**config.mk**
```make
export PLATFORM = sky130hd
export DESIGN_NAME = fifo_write_arbiter
export DESIGN_NICKNAME = d
export VERILOG_FILES = /design/src/rtl/fifo_write_arbiter_pkg.sv /design/src/rtl/fifo_write_arbiter_rr_pick.sv /design/src/rtl/fifo_write_arbiter.sv
export SDC_FILE = /design/constraint.sdc
export NUM_CORES = 1
export LEC_CHECK = 0
export ABC_AREA = 1
export CELL_PAD_IN_SITES_DETAIL_PLACEMENT = 1
export CELL_PAD_IN_SITES_GLOBAL_PLACEMENT = 1
export CORE_MARGIN = 3
export CORE_UTILIZATION = 44
export CTS_CLUSTER_DIAMETER = 80
export DETAILED_ROUTE_END_ITERATION = 10
export DONT_BUFFER_PORTS = 1
export GPL_TIMING_DRIVEN = 0
export PLACE_DENSITY_LB_ADDON = 0.1
export SYNTH_ARGS = -nofsm -noshare
export SYNTH_HDL_FRONTEND = slang
export SYNTH_HIERARCHICAL = 1
export SYNTH_SLANG_ARGS = --single-unit
```
**constraint.sdc**
```tcl
create_clock -name clk -period 4.5 [get_ports clk]
set_clock_uncertainty 0.05 [all_clocks]
set_input_delay 0.675 -clock clk [delete_from_list [all_inputs] [get_ports clk]]
set_output_delay 0.675 -clock clk [all_outputs]
set_load 0.02 [all_outputs]
```
**src/rtl/fifo_write_arbiter_pkg.sv**
```systemverilog
// Shared types and constants for the record-FIFO write arbiter: FSM states, source kinds,
// record width and default marker records.
package fifo_write_arbiter_pkg;

  localparam int unsigned REC_W = 48;
  localparam int unsigned STAT_W = 16;

  localparam logic [REC_W-1:0] LINE_MARKER_DEF  = 48'hFFFF_0000_0001;
  localparam logic [REC_W-1:0] FRAME_MARKER_DEF = 48'hFFFF_0000_0002;

  typedef enum logic [1:0] {
    ST_IDLE,
    ST_WRITE,
    ST_ACK
  } arb_state_t;

  typedef enum logic [1:0] {
    SRC_DATA,
    SRC_LINE,
    SRC_FRAME
  } src_kind_t;

  // Saturating increment for the statistics counters.
  function automatic logic [STAT_W-1:0] sat_inc(input logic [STAT_W-1:0] v);
    return (v == {STAT_W{1'b1}}) ? v : v + STAT_W'(1);
  endfunction

endpackage

```
**src/rtl/fifo_write_arbiter_rr_pick.sv**
```systemverilog
// Combinational round-robin picker: first requesting index at or after ptr, wrapping at N_REQ.
module rr_pick #(
  parameter int unsigned N_REQ = 3,
  parameter int unsigned IDX_W = 2
) (
  input  logic [N_REQ-1:0] req,
  input  logic [IDX_W-1:0] ptr,
  output logic             valid,
  output logic [IDX_W-1:0] idx
);

  int unsigned cand;

  always_comb begin
    valid = 1'b0;
    idx   = '0;
    cand  = 0;
    for (int unsigned k = 0; k < N_REQ; k++) begin
      cand = 32'(ptr) + k;
      if (cand >= N_REQ) cand = cand - N_REQ;
      if (!valid && req[IDX_W'(cand)]) begin
        valid = 1'b1;
        idx   = IDX_W'(cand);
      end
    end
  end

endmodule

```
**src/rtl/fifo_write_arbiter.sv**
```systemverilog
// Shares the record-FIFO write port between N_REQ producers and injects line/frame markers.
// Optional statistics counters are built when ARB_STATS_EN is defined.
module fifo_write_arbiter
  import fifo_write_arbiter_pkg::*;
#(
  parameter int unsigned       N_REQ        = 3,
  parameter int unsigned       DATA_W       = REC_W,
  parameter logic [DATA_W-1:0] LINE_MARKER  = DATA_W'(LINE_MARKER_DEF),
  parameter logic [DATA_W-1:0] FRAME_MARKER = DATA_W'(FRAME_MARKER_DEF)
) (
  input  logic                       clk,
  input  logic                       rst,
  input  logic                       soft_reset,
  input  logic [N_REQ-1:0]           req_valid,
  input  logic [N_REQ*DATA_W-1:0]    req_data,
  output logic [N_REQ-1:0]           req_done,
  input  logic                       new_line,
  input  logic                       new_frame,
  output logic                       line_done,
  output logic                       frame_done,
  input  logic                       fifo_full,
  output logic                       fifo_wr_en,
  output logic [DATA_W-1:0]          fifo_din,
`ifdef ARB_STATS_EN
  output logic [STAT_W-1:0]          stat_writes,
  output logic [STAT_W-1:0]          stat_stalls,
`endif
  output logic [$clog2(N_REQ)-1:0]   grant_id
);

  localparam int unsigned IDX_W = $clog2(N_REQ);

  arb_state_t       state;
  src_kind_t        sel_kind;
  logic [IDX_W-1:0] sel_idx;
  logic [IDX_W-1:0] rr_ptr;
  logic             line_pend;
  logic             frame_pend;
  logic             pick_valid;
  logic [IDX_W-1:0] pick_idx;
  logic             clr;
  logic [DATA_W-1:0] rec [N_REQ];

  assign clr = rst | soft_reset;

  for (genvar g = 0; g < N_REQ; g++) begin : g_unpack
    assign rec[g] = req_data[g*DATA_W +: DATA_W];
  end

  rr_pick #(
    .N_REQ (N_REQ),
    .IDX_W (IDX_W)
  ) u_rr_pick (
    .req   (req_valid),
    .ptr   (rr_ptr),
    .valid (pick_valid),
    .idx   (pick_idx)
  );

  // Arbitration FSM; outputs are registered alongside the state.
  always_ff @(posedge clk) begin
    if (clr) begin
      state      <= ST_IDLE;
      sel_kind   <= SRC_DATA;
      sel_idx    <= '0;
      rr_ptr     <= '0;
      line_pend  <= 1'b0;
      frame_pend <= 1'b0;
      req_done   <= '0;
      line_done  <= 1'b0;
      frame_done <= 1'b0;
      fifo_wr_en <= 1'b0;
      fifo_din   <= '0;
      grant_id   <= '0;
    end else begin
      req_done   <= '0;
      line_done  <= 1'b0;
      frame_done <= 1'b0;
      fifo_wr_en <= 1'b0;
      line_pend  <= line_pend | new_line;
      frame_pend <= frame_pend | new_frame;

      case (state)
        ST_IDLE: begin
          if (!fifo_full) begin
            if (line_pend) begin
              sel_kind   <= SRC_LINE;
              fifo_din   <= LINE_MARKER;
              fifo_wr_en <= 1'b1;
              state      <= ST_WRITE;
            end else if (frame_pend) begin
              sel_kind   <= SRC_FRAME;
              fifo_din   <= FRAME_MARKER;
              fifo_wr_en <= 1'b1;
              state      <= ST_WRITE;
            end else if (pick_valid) begin
              sel_kind   <= SRC_DATA;
              sel_idx    <= pick_idx;
              fifo_din   <= rec[pick_idx];
              fifo_wr_en <= 1'b1;
              state      <= ST_WRITE;
            end
          end
        end

        ST_WRITE: begin
          state <= ST_ACK;
          case (sel_kind)
            SRC_LINE:  line_done  <= 1'b1;
            SRC_FRAME: frame_done <= 1'b1;
            default: begin
              req_done <= N_REQ'(1) << sel_idx;
              grant_id <= sel_idx;
              rr_ptr   <= (sel_idx == IDX_W'(N_REQ - 1)) ? '0 : sel_idx + IDX_W'(1);
            end
          endcase
        end

        ST_ACK: begin
          state <= ST_IDLE;
          // A new pulse in this cycle re-arms the flag (set wins over clear).
          if (sel_kind == SRC_LINE)  line_pend  <= new_line;
          if (sel_kind == SRC_FRAME) frame_pend <= new_frame;
        end

        default: state <= ST_IDLE;
      endcase
    end
  end

`ifdef ARB_STATS_EN
  always_ff @(posedge clk) begin
    if (clr) begin
      stat_writes <= '0;
      stat_stalls <= '0;
    end else begin
      if (fifo_wr_en) stat_writes <= sat_inc(stat_writes);
      if (state == ST_IDLE && fifo_full && (line_pend || frame_pend || (|req_valid)))
        stat_stalls <= sat_inc(stat_stalls);
    end
  end
`endif

endmodule

```
* After elaboration in Yosys (flattened, before gate mapping) *
Index checks and enable logic that the tools add are counted.

cells by class
  $add $sub $neg = 6
  order comparisons = 7
  eq/ne operators = 7
  shift operators = 1
  multiplexer cells = 39
  bitwise operators = 10
  reduce and logical (&&, ||, !) cells = 14

operators by type and width
  cell                                                  count
  2-to-1 mux 48 bit                                     5
  binary-select mux 48 bit (select 2 bit)               1
  2-to-1 mux 2 bit                                      14
  2-to-1 mux 1 bit                                      15
  < comparator 2 x 3 -> 1 bit (second input constant)   3
  binary-select mux 1 bit (select 2 bit)                3
  equality test 2 bit (second input constant)           3
  >= comparator 3 x 2 -> 1 bit (second input constant)  2
  NOT 1 bit                                             6
  subtractor 2 bit (second input constant)              3
  AND reduction 5 bit                                   1
  equality test 2 x 1 -> 1 bit (second input constant)  2
  != test 4 bit (second input constant)                 1
  case mux 2 bit (2 select lines)                       1
  AND reduction 2 bit                                   2
  OR reduction 2 bit                                    2
  OR reduction 4 bit                                    1
  adder 2 x 1 -> 3 bit (second input constant)          1
  adder 2 x 2 -> 3 bit (second input constant)          1
  >= comparator 3 bit (second input constant)           1
  NOT 2 -> 3 bit                                        1
  OR 1 bit                                              3
  AND reduction 3 bit                                   1
  nonzero test 3 bit                                    1
  other kinds (8)                                       10

word-level totals
  register bits after elaboration = 66
  input port bits = 153
  output and inout port bits = 56

* Longest topological paths before layout *
  depth after elaboration = 18
  depth in mapped cells = 18

* By module *
Netlist, hierarchy kept.

by module, submodules not included
  module              times used  cells an instance  area each (sq um)  seq. area each (sq um)
  fifo_write_arbiter  1           573                3622.2             1321.3
  rr_pick             1           51                 240.2              0.0

* Worst setup path before layout *
Ideal clock, no wire load.

  path kind = register to register
  start point = register rr_ptr[0]
  end point = register fifo_din[15]
  arrival = 1.958 ns
  required time = 4.322 ns
  setup slack = 2.365 ns
  stages on the path, launching flop included = 18
  buffers on the path = 2
  period minus slack after synthesis = 2.135 ns
  path through = dfxtp_1 -> inv_1 -> ha_1 -> inv_2 -> nand2_1 -> nand3_1 -> nand2_1 -> nand2_1 -> inv_1 -> nand3_1 -> nand2_1 -> inv_2 -> buf_4 -> buf_2 -> o21ai_0 -> nor2_1 -> nor2_1 -> nor2_1

between the ends
  cells in the longest elaborated chain, start to end = 18
  elaborated cells on any way between the ends = 36
  classes of those cells = add/sub: 5; order compare: 3; mux: 21; bitwise: 1; reduce/logical: 6

RTL lines
  item                                                                           RTL line                          text
  start: declaration                                                             fifo_write_arbiter.sv:36          logic [IDX_W-1:0] rr_ptr;
  start signal: assignment                                                       fifo_write_arbiter.sv:114         rr_ptr <= (sel_idx == IDX_W'(N_REQ - 1)) ? '0 : sel_idx + IDX_W'(1);
  parallel branches: the longest is 10 deep, another holds adder 2 x 1 -> 3 bit  n/a
  2-to-1 mux 2 bit (*)                                                           fifo_write_arbiter_rr_pick.sv:21  if (!valid && req[IDX_W'(cand)]) begin
  net pick_idx[0]                                                                fifo_write_arbiter.sv:40          logic [IDX_W-1:0] pick_idx;
  NOT 2 -> 3 bit (not written as such) (*)                                       fifo_write_arbiter.sv:99          fifo_din <= rec[pick_idx];
  binary-select mux 48 bit (select 2 bit) (*)                                    fifo_write_arbiter.sv:99
  2-to-1 mux 48 bit (not written as such) (*) (2 in a row)                       fifo_write_arbiter.sv:99
  2-to-1 mux 48 bit (*)                                                          fifo_write_arbiter.sv:96          end else if (pick_valid) begin
  2-to-1 mux 48 bit (*)                                                          fifo_write_arbiter.sv:91          end else if (frame_pend) begin
  2-to-1 mux 48 bit (*)                                                          fifo_write_arbiter.sv:86          if (line_pend) begin
  end signal: assignment                                                         fifo_write_arbiter.sv:99
  end: declaration                                                               fifo_write_arbiter.sv:23          output logic [DATA_W-1:0] fifo_din,

Mark *: on every way through the listed nets, which the timed path passes. The select of a mux whose other input is x is not followed.
A chain may end at the register's enable or synchronous reset.

* Final worst setup path *
  start point = register rr_ptr[0]
  end point = register fifo_din[32]

Same word-level chain as after synthesis.

==> impl_metrics.yaml <==
sta:
  timing.fmax_mhz: 375
  worst_slew_pin_slew_ns: 0.471
  finalHoldViolations: 0
  fin_ws_ns: 1.83
  totalNegativeSetupSlack_ns: 0
  finalWorstPathRequiredPeriod_ns: 2.67
  final_number_of_max_transition_violations: 0
  final.hold.worst_slack_ns: 0.407
  period_share_pct: 59.3
  rsz_0062_raised_after_global_routing: "false"
  slew-limit-headroom_pct: 68.5
  total_setup_violations_reported_at_the_end_of_the_flow: 0
final_layout:
  layout.area.seq_um2: 1320
  layout-drive-gt1-share_pct: 13.9
  layout_nets: 793
  multiInputGateArea_um2: 2120
  filler_cell_count: 1192
  post_layout_nonfiller_instances: 743
  antenna_cells: 0
  postLayoutCellArea_um2: 4170
  final_core_utilization_pct: 49.8
  synthToLayoutAreaGrowth_pct: 8.00
clock_tree:
  cts.path.max_buffers: 2
  clk_root_buffer_cell: "clkbuf_8"
  cts.repair_timing.setup_buffer_count: 0
  clock-sinks: 66
  number_of_gates_given_a_new_drive_strength_after_cts: 0
  clock_tree.htree_level_count: 3
  cts_tree: "built"
  cts_hold_buf: 0
  clock_latency_ns: 0.33
  number_of_buffers_created_by_cts: 9
  clkSlewWorstSetupHoldPaths_ns: 0.08
grt:
  grt.total_usage_pct: 27.2
  grt_pass1_wl_um: 21300
  antenna_found_initial: 0
  first_global_vias: 4311
  globalRouteOverflowTotal: 0
  grt_start_max_net_pins: 11
logic_synthesis:
  synth_most_common_cell: "nand2_1"
  synth-seq-area-share_pct: 34.2
  syn-cell-area_um2: 3860
  async_reset_ff_share_pct: 0
  yosys_warnings: 6
  dominantRegCellSynth: "dfxtp_1"
  synthDominantCellAreaShare_pct: 34.2
  post_synth_inst_count: 624
  synthDominantAreaCellType: "dfxtp_1"
  ys_ff_latch: 66
  synthesis.nets: 782
  number_of_synthesized_flops_with_an_enable_pin: 0
  synth.cells.most_frequent: "140 x nand2_1, 121 x nor2_1, 66 x dfxtp_1"
  yosys-top-cells-area: "dfxtp_1 34%, nand2_1 14%, nor2_1 12%"
  synth_cell_types: 24
  syn-mean-instance-area_um2: 6.19
floorplanning:
  initial_core_util_pct: 46.1
  fp.dieW_um: 99.7
  die_h_um: 99.7
  row_count: 33
  design.portCount: 209
  core_area_um2: 8380
  die_area_um2: 9940
pwr:
  power.density_nw_per_um2: 331
  peakVddDrop_mv: 0.134
  power_total_mw: 1.38
  power.static_leakage_nw: 1.97
worst_hold_path:
  hold_crit_path_type: "reg2reg"
detailed_routing:
  drt_iter0_markers: 92
  routed_wire_length_per_instance_um: 18.2
  detailedRoute.firstPassIterationCount: 4
  average_vias_per_placed_instance: 5.49
  drcViolationCount: 0
  via_count: 4082
  finalWirelength_um: 13500
  detail-route-antenna-nets: 0
critical_path:
  critPathCaptureType: "register"
  path_cells: "inv_1 -> ha_1 -> o21ai_0 -> nand2_1 -> nand2_1 -> inv_1 -> nand3_1 -> nand2_1 -> inv_2 -> buf_2 -> o21ai_0 -> or2_2 -> a21oi_1"
  critPathLaunchType: "register"
  slowest_stage: "ha_1"
  cpPeakStageDelay_ns: 0.39
  critical_path_class: "reg2reg"
  critical_path_peak_fanout: 10
  critPathRequiredTime_ns: 4.73
  worstPathArrival_ns: 2.90
  crit_top_cell: "nand2_1"
placed_design:
  place_ws_ns: 1.85
  port_buffers: 0
  placer_s_final_routability_congestion_estimate: 0.863
  placed_cell_area_um2: 3990
  place_inst: 729
  dp.final_hpwl_um: 10700
job:
  count_of_max_cap_constraint_violations: 0
outcome:
  run_status: "completed"
-- worst max-delay path: cells and delay by family, from the launching register on --
| family | cells | cell delay [ns] |
|---|---|---|
| flip-flops | 1 | 0.38 |
| AND/OR/NAND/NOR | 5 | 0.70 |
| buffers and inverters | 4 | 0.60 |
| AO/OA/AOI/OAI | 3 | 0.49 |
| adder cells (fa/ha/maj) | 1 | 0.39 |
-- state kept, by name, indices dropped and copies added (netlist names) --
signal,count
fifo_din,48
fifo_wr_en,1
frame_done,1
frame_pend,1
grant_id,2
line_done,1
line_pend,1
req_done,3
rr_ptr,2
sel_idx,2
sel_kind,2
state,2
-- area by class of cell --
class / instances / area share (%)
plain buffers: 34 / 5.07
clock buffers: 12 / 3.96
clock inverters: 2 / 0.300
inverters: 57 / 5.13
multi-input cells: 467 / 50.7
flip-flops and latches: 66 / 31.7
well taps: 105 / 3.15
-- worst paths after layout --
kind	cells past startpoint	slack, ns	from	to
setup reg to reg	13	1.83	rr_ptr[0]$_SDFFE_PP0P_	fifo_din[32]$_SDFFE_PP0P_
hold reg to reg	1	0.41	sel_idx[0]$_SDFFE_PP0P_	req_done[2]$_SDFF_PP0_
hold / removal	1	0.41	sel_idx[0]$_SDFFE_PP0P_	req_done[2]$_SDFF_PP0_
setup / recovery	13	1.83	rr_ptr[0]$_SDFFE_PP0P_	fifo_din[32]$_SDFFE_PP0P_
-- placed cells by master (no fill, tap or decap), types with 5 or more instances in the layout --
master	Yosys	routed
a21oi_1	50	50
buf_2	18	18
buf_4	6	6
buf_6	5	5
clkbuf_8	0	12
dfxtp_1	66	66
ha_1	5	5
inv_1	48	48
inv_2	9	9
nand2_1	140	140
nand3_1	37	37
nor2_1	121	121
o21ai_0	54	54
o21ai_1	16	16
or2_2	28	28
-- power by group --
group          total, mW  switching, mW  leakage [nW]  internal (mW)
Combinational      0.268          0.171          1.34         0.0965
Sequential         0.648         0.0416         0.536          0.606
Clock              0.464          0.225        0.0903          0.238
Total               1.38          0.438          1.97          0.941
-- cell families after synthesis --
family	synth area share, %
buf+inv	11.0
simple gates	37.4
flops	34.2
compound gates	15.7
fa+ha+maj	1.62
-- routing by layer --
layer / wire [um] / global-route usage (%) / vias to the layer above
met3: 936 / 7.57 / 24
met5: 0 / 0 / -
li1: - / - / 1976
met4: 335 / 9.45 / 0
met2: 6800 / 48.8 / 138
met1: 5430 / 30.6 / 1944
No activity file was read; power rests on OpenSTA's default activity.
